File: config.mk
export PLATFORM = sky130hd
export DESIGN_NAME = crossbar_arbiter_flat
export DESIGN_NICKNAME = d
export VERILOG_FILES = /design/src/rtl/crossbar_arbiter_if.sv /design/src/rtl/crossbar_arbiter.sv /design/src/flat_wrapper.sv
export SDC_FILE = /design/constraint.sdc
export NUM_CORES = 1
export LEC_CHECK = 0
export CAP_MARGIN = 20
export CORE_AREA = 4 4 198 104
export CTS_CLUSTER_DIAMETER = 100
export DETAILED_ROUTE_END_ITERATION = 12
export DIE_AREA = 0 0 202 108
export GPL_TIMING_DRIVEN = 0
export PLACE_DENSITY = 0.49
export SETUP_SLACK_MARGIN = 0.15
export SLEW_MARGIN = 10
export SYNTH_ARGS = -nofsm -noshare
export SYNTH_HDL_FRONTEND = slang
export SYNTH_SLANG_ARGS = --single-unit
File: constraint.sdc
create_clock -name clk -period 14.5 [get_ports clk]
set_input_delay 4.35 -clock clk [delete_from_list [all_inputs] [get_ports clk]]
set_output_delay 4.35 -clock clk [all_outputs]
set_load 0.01 [all_outputs]
File: src/rtl/crossbar_arbiter_if.sv
// crossbar_arbiter_if: request/command and ownership signals between the crossbar controller and the arbiter
interface crossbar_arbiter_if;
    logic [15:0] request;
    logic        set_owner;
    logic        clr_owner;
    logic [15:0] grant;
    logic [3:0]  owner_id;
    logic        owner_valid;
    logic        hold_timeout;
    logic        protocol_err;
    modport master (
        output request, set_owner, clr_owner,
        input  grant, owner_id, owner_valid, hold_timeout, protocol_err
    );
    modport slave (
        input  request, set_owner, clr_owner,
        output grant, owner_id, owner_valid, hold_timeout, protocol_err
    );
endinterface

File: src/rtl/crossbar_arbiter.sv
// crossbar_arbiter: controller-commanded round-robin bus ownership with hold timeout and sticky protocol error
module crossbar_arbiter #(
    parameter int MAX_HOLD = 256
) (
    input logic clk,
    input logic rst,
    crossbar_arbiter_if.slave bus
);
    localparam logic [15:0] HOLD_MAX = 16'(MAX_HOLD);
    logic [3:0]  ptr, win, idx;
    logic        found;
    logic [15:0] grant, hold_cnt;
    logic [3:0]  owner_id;
    logic        owner_valid, protocol_err;
    // first requester at or after ptr, wrapping mod 16
    always_comb begin
        win = '0;
        found = 1'b0;
        idx = '0;
        for (int i = 0; i < 16; i++) begin
            idx = ptr + 4'(i);
            if (!found && bus.request[idx]) begin
                win = idx;
                found = 1'b1;
            end
        end
    end
    // ownership, pointer, hold counter and error flag; clr_owner always wins over set_owner
    always_ff @(posedge clk or posedge rst) begin
        if (rst) begin
            grant <= '0;
            owner_id <= '0;
            owner_valid <= 1'b0;
            ptr <= '0;
            hold_cnt <= '0;
            protocol_err <= 1'b0;
        end else begin
            if (owner_valid && hold_cnt != HOLD_MAX)
                hold_cnt <= hold_cnt + 16'd1;
            if (bus.clr_owner) begin
                grant <= '0;
                owner_id <= '0;
                owner_valid <= 1'b0;
                hold_cnt <= '0;
                if (bus.set_owner || !owner_valid)
                    protocol_err <= 1'b1;
            end else if (bus.set_owner) begin
                if (owner_valid)
                    protocol_err <= 1'b1;
                else if (found) begin
                    grant <= 16'd1 << win;
                    owner_id <= win;
                    owner_valid <= 1'b1;
                    ptr <= win + 4'd1;
                    hold_cnt <= 16'd1;
                end
            end
        end
    end
    assign bus.grant = grant;
    assign bus.owner_id = owner_id;
    assign bus.owner_valid = owner_valid;
    assign bus.hold_timeout = owner_valid && hold_cnt == HOLD_MAX;
    assign bus.protocol_err = protocol_err;
endmodule

File: src/flat_wrapper.sv
// flat-port wrapper written by rule: the top's interface ports become plain ports
module crossbar_arbiter_flat 
#(
    parameter int MAX_HOLD = 256
)
  (clk, rst, bus_request, bus_set_owner, bus_clr_owner, bus_grant, bus_owner_id, bus_owner_valid, bus_hold_timeout, bus_protocol_err);
  crossbar_arbiter_if bus_i ();
  input logic clk;
  input logic rst;
  input wire logic [$bits(bus_i.request)-1:0] bus_request;
  input wire logic [$bits(bus_i.set_owner)-1:0] bus_set_owner;
  input wire logic [$bits(bus_i.clr_owner)-1:0] bus_clr_owner;
  output wire logic [$bits(bus_i.grant)-1:0] bus_grant;
  output wire logic [$bits(bus_i.owner_id)-1:0] bus_owner_id;
  output wire logic [$bits(bus_i.owner_valid)-1:0] bus_owner_valid;
  output wire logic [$bits(bus_i.hold_timeout)-1:0] bus_hold_timeout;
  output wire logic [$bits(bus_i.protocol_err)-1:0] bus_protocol_err;
  assign bus_i.request = bus_request;
  assign bus_i.set_owner = bus_set_owner;
  assign bus_i.clr_owner = bus_clr_owner;
  assign bus_grant = bus_i.grant;
  assign bus_owner_id = bus_i.owner_id;
  assign bus_owner_valid = bus_i.owner_valid;
  assign bus_hold_timeout = bus_i.hold_timeout;
  assign bus_protocol_err = bus_i.protocol_err;
  crossbar_arbiter #(.MAX_HOLD(MAX_HOLD)) u_core (.clk(clk), .rst(rst), .bus(bus_i));
endmodule
==> Word-level counts from Yosys, hierarchy flattened <==
Cells that the tools add are included.
W data, S select, Z words.
{ "totals": {"register_bits": 42, "in_bits": 20, "wordCells": 171} }
{ "op_classes": {"shift": 1, "bitwise_logic": 2, "addsub": 17, "magnitude_cmp": 16, "n_eq_ne": 4, "muxes": 85, "reduce_logical": 40} }
{ "ops": {"columns": ["operator", "count"], "rows": [
  ["$mux W16", 9],
  ["$lt A4 B5 Y1 const B", 16],
  ["$mux W4", 20],
  ["$bmux W1 S4", 16],
  ["$mux W1", 40],
  ["$add A4 B4 Y4 const B", 8],
  ["$logic_and A1 B1 Y1", 17],
  ["$add A16 B1 Y16 const B", 1],
  ["$add A4 B3 Y4 const B", 4],
  ["$eq A16 B9 Y1 const B", 1],
  ["$logic_not A1 Y1", 16],
  ["$ne A16 B9 Y1 const B", 1],
  ["$shl A1 B4 Y16 const A", 1],
  ["$add A4 B1 Y4 const B", 2],
  ["$add A4 B2 Y4 const B", 2],
  ["$reduce_and A3 Y1", 2],
  ["$reduce_bool A2 Y1", 3],
  ["$reduce_and A4 Y1", 1],
  ["$ne A2 B1 Y1 const B", 1],
  ["$ne A2 B2 Y1 const B", 1],
  ["$not A1 Y1", 2],
  ["$logic_or A1 B1 Y1", 1]
]} }

==> Depth between registers and ports, before layout <==
{ "depth": {"ltp_word": 53, "ltp_mapped": 20, "ltp_nobuf": 15} }

==> Worst setup path after synthesis <==
No wires, ideal clock.
{ "synth_path": {"path_kind": "input port to flip-flop", "startpoint": "input port bus_request[11]", "endpoint": "register u_core.ptr[2]", "path_buffers": 0, "path_stages": 13, "t_required_ns": 14.375, "arrival_time_ns": 7.783, "path_slack_ns": 6.592, "path_cell_list": "mux4_1 mux4_2 a2111oi_4 nand4_4 or4_4 or3_1 and4_4 a211oi_2 a21oi_2 inv_1 ha_1 ha_1 mux2_2"} }
{ "synth_via": {"elab_chain_cells": 49, "word_cells_on_any_way": 96, "classes_between": "add/sub (1); mux (64); reduce/logical (31)"} }
{ "synth_rtl": {"columns": ["element", "line_no", "source"], "rows": [
  ["start: declaration", "flat_wrapper.sv:10", "input wire logic [$bits(bus_i.request)-1:0] bus_request;"],
  ["$bmux W1 S4", "crossbar_arbiter.sv:22", "if (!found && bus.request[idx]) begin"],
  ["$mux W1 (implied by the code)", "crossbar_arbiter.sv:22", null],
  ["$mux W1", "crossbar_arbiter.sv:22", null],
  ["$logic_not A1 Y1", "crossbar_arbiter.sv:22", null],
  ["$logic_and A1 B1 Y1", "crossbar_arbiter.sv:22", null],
  ["$mux W1", "crossbar_arbiter.sv:22", null],
  ["$logic_not A1 Y1", "crossbar_arbiter.sv:22", null],
  ["$logic_and A1 B1 Y1", "crossbar_arbiter.sv:22", null],
  ["(+33 left out)", null, null],
  ["$mux W1", "crossbar_arbiter.sv:22", null],
  ["$logic_not A1 Y1", "crossbar_arbiter.sv:22", null],
  ["$logic_and A1 B1 Y1", "crossbar_arbiter.sv:22", null],
  ["$mux W1", "crossbar_arbiter.sv:22", null],
  ["$logic_not A1 Y1", "crossbar_arbiter.sv:22", null],
  ["$logic_and A1 B1 Y1", "crossbar_arbiter.sv:22", null],
  ["$mux W4 / $mux W1 (equally long branches)", "crossbar_arbiter.sv:22", null],
  ["$add A4 B1 Y4 / $reduce_and A4 Y1 (equally long branches)", null, null],
  ["end signal: assignment", "crossbar_arbiter.sv:54", "ptr <= win + 4'd1;"],
  ["end: declaration", "crossbar_arbiter.sv:10", "logic [3:0] ptr, win, idx;"]
]} }
Several ways; a longest one is shown, not always the timed one. The select of a mux whose other input is x is not followed.
A chain may end at the register's enable or synchronous reset.

==> Final worst setup path <==
{ "layout_path": {"startpoint": "input port bus_request[3]", "endpoint": "register u_core.ptr[2]"} }
The elaborated chain is that of the path after synthesis.

==> impl_metrics.yaml <==
cells_and_area:
  nNetsFinal: 571
  fill_cells: 2009
  multiInputGateArea_sq_mm: 0.00337
  register_area_sq_mm: 0.00105
  area_growth_pct: 19.8
  drive_gt1_share_pct: 16.0
  n_antenna_cell: 0
synth:
  syn_area_sq_mm: 0.00462
  synthArstFlopShare_pct: 100
  synth_cell_types: 76
  yosysSeqAreaShare_pct: 22.8
  synth_edf_count: 0
  avgSynthCellArea_sq_um: 9.46
  syn_inst: 488
  ys.flop_type: "dfrtp_1"
  synth_nets: 522
  synth_warnings: 0
  synth-seq-cells: 42
clock_tree:
  cts_root_buffer: "clkbuf_16"
  clock_path_buffers: 2
  cts_max_level: 2
  postCtsSetupRepairBufs: 0
  clock_latency_ns: 0.29
  cts-resized-gates: 0
  numCtsBuffers: 5
  cts_hold_buf: 0
  path_clk_slew_ns: 0.07
  cts.sinks: 42
  cts_tree: "done"
job:
  maxCapViolations: 0
timing:
  max_freq_ghz: 0.111
  setup_viol: 0
  rsz0062_at_grt: "false"
  period_minus_slack_ns: 8.98
  final.setup.tns_ns: 0
  min_period_over_period_pct: 61.9
  hold_viol_final: 0
  skew_ns: 0.00767
  slew_viol_final: 0
  maxSlewHeadroom_pct: 21.2
  tightest_slew_ns: 1.17
critical_path:
  worst-setup-path-type: "input pin to register"
  cp.required_ns: 14.68
  start_kind: "input pin"
  cp_max_fo: 9
  critPathCaptureType: "register"
  arrival_ns: 9.16
global_route:
  grt_pass1_vias: 4218
  grt_start_max_net_pins: 36
  grt_overflow: 0
  grtUsageTotal_pct: 15.1
  antenna_found_initial: 0
  grt_pass1_wl_um: 25800
floorplanning:
  coreArea_sq_mm: 0.0190
  die_y_um: 108
  initial_core_util_pct: 24.4
  die_x_um: 202
  row_count: 36
  die_area_sq_mm: 0.0218
  io_pins: 43
place:
  gp_congestion: 1.01
  dp_hpwl_um: 13100
  portBuffers: 41
status:
  outcome: "finished, final reports clean"
routing:
  via_per_inst: 5.47
  drc_errors: 0
  first_pass_iters: 5
  drt.antenna.violating_nets: 0
  vias: 4399
  drt_iter0_drc: 431
  routed_wl_um: 16500
  wl_per_cell_um: 20.6
min_path:
  hp-class: "register to register"
## layout by cell type, fill, tap and decap left out, types with 16 or more instances in the layout
cell type and instances:
clkdlybuf4s50_1 41, mux4_2 25, nor2_1 48, nand2_1 33, a21oi_1 20, nand3_1 25, mux2_2 16, dfrtp_1 42
o21ai_0 19, mux2i_1 25
## sequential cells by signal, summed over array words and instances, names as in the netlist
signal                   count
u_core.bus.grant            16
u_core.bus.owner_id          4
u_core.bus.owner_valid       1
u_core.bus.protocol_err      1
u_core.hold_cnt             16
u_core.ptr                   4
## cell type report
class,count,area share [%]
multi-input cells,402,60.9
flip-flops and latches,42,19.0
repair buffers,42,7.78
well taps,266,6.02
plain buffers,27,2.42
clock buffers,5,2.26
inverters,17,1.15
clock inverters,3,0.430
## metrics by stage
stage / setup WS, ns / hold slack [ns] / util [%] / instance area (sq um) / std cells
after floorplan: 6.59 / 0.505 / - / 4620 / 488
after global placement: 5.46 / 0.461 / 28.3 / 5360 / 795
after detailed placement: 5.43 / 0.477 / 28.4 / 5380 / 796
after CTS: 5.75 / 0.492 / 29.2 / 5530 / 804
after global routing: 5.43 / 0.508 / 29.2 / 5530 / 804
final: 5.52 / 0.477 / 29.2 / 5530 / 804
## synthesized netlist by cell type (all sizes together), types with 3 or more instances
cell type | instances | area (sq um)
clkinv | 3 | 11.3
o22ai | 7 | 43.8
inv | 14 | 52.6
o21ai | 19 | 95.1
mux2i | 29 | 314
nand3b | 5 | 37.5
and3 | 7 | 43.8
a22oi | 3 | 22.5
and4 | 3 | 28.8
clkbuf | 15 | 57.6
nand4 | 4 | 40.0
o2bb2ai | 3 | 26.3
a21oi | 22 | 118
a22o | 10 | 87.6
or3 | 3 | 23.8
nor2b | 7 | 51.3
dfrtp | 42 | 1050
xnor2 | 14 | 123
nor3 | 13 | 75.1
nor4 | 4 | 25.0
o31ai | 3 | 22.5
a32o | 6 | 60.1
mux4 | 31 | 721
nand2b | 8 | 50.1
nor2 | 51 | 213
and2 | 5 | 33.8
ha | 14 | 175
buf | 12 | 76.3
nand3 | 25 | 125
mux2 | 16 | 180
nand2 | 33 | 124
xor2 | 13 | 114
a211oi | 8 | 65.1
o211ai | 4 | 30.0
o21bai | 3 | 22.5
## final timing paths
kind | from | end | slack (ns) | cells past startpoint
worst min-delay path | u_core.bus.protocol_err$_DFFE_PP0P_ | u_core.bus.protocol_err$_DFFE_PP0P_ | 0.48 | 1
max in group asynchronous | rst | u_core.hold_cnt[9]$_DFF_PP0_ | 9.77 | 3
worst min register to register | u_core.bus.protocol_err$_DFFE_PP0P_ | u_core.bus.protocol_err$_DFFE_PP0P_ | 0.48 | 1
worst max register to register | u_core.ptr[1]$_DFFE_PP0P_ | u_core.ptr[2]$_DFFE_PP0P_ | 6.88 | 18
min in group asynchronous | rst | u_core.bus.owner_id[3]$_DFFE_PP0P_ | 4.27 | 2
worst max-delay path | bus_request[3] | u_core.ptr[2]$_DFFE_PP0P_ | 5.52 | 13
## cells by family (layout without fill, tap and decap cells)
logic type / count (synthesis) / in the layout / share of synthesized area [%]
AND/OR/NAND/NOR: 175 / 175 / 20.1
AO/OA/AOI/OAI: 110 / 110 / 17.6
multiplexers: 76 / 76 / 26.3
buffers and inverters: 44 / 94 / 4.28
flip-flops: 42 / 42 / 22.8
XOR/XNOR: 27 / 27 / 5.12
adder cells (fa/ha/maj): 14 / 14 / 3.79
## per-layer routing
| metal | wire [um] | GRT usage [%] |
|---|---|---|
| met3 | 2110 | 5.72 |
| met1 | 8220 | 24.0 |
| met4 | 107 | 2.00 |
| met2 | 6100 | 19.1 |
| met5 | 0 | 0 |
## worst max-delay path, stage by stage
cell	delay [ns]
clkdlybuf4s50_1	0.57
mux4_1	0.66
mux4_2	0.61
a2111oi_4	0.28
nand4_4	0.24
nor4_1	0.78
o2111ai_1	0.27
a21oi_1	0.25
o22ai_1	0.15
and2_1	0.26
clkinv_1	0.20
ha_1	0.26
mux2_2	0.27
Power is not shown: default switching activity piles up to over one toggle a cycle in this logic, so the estimate is an artifact.
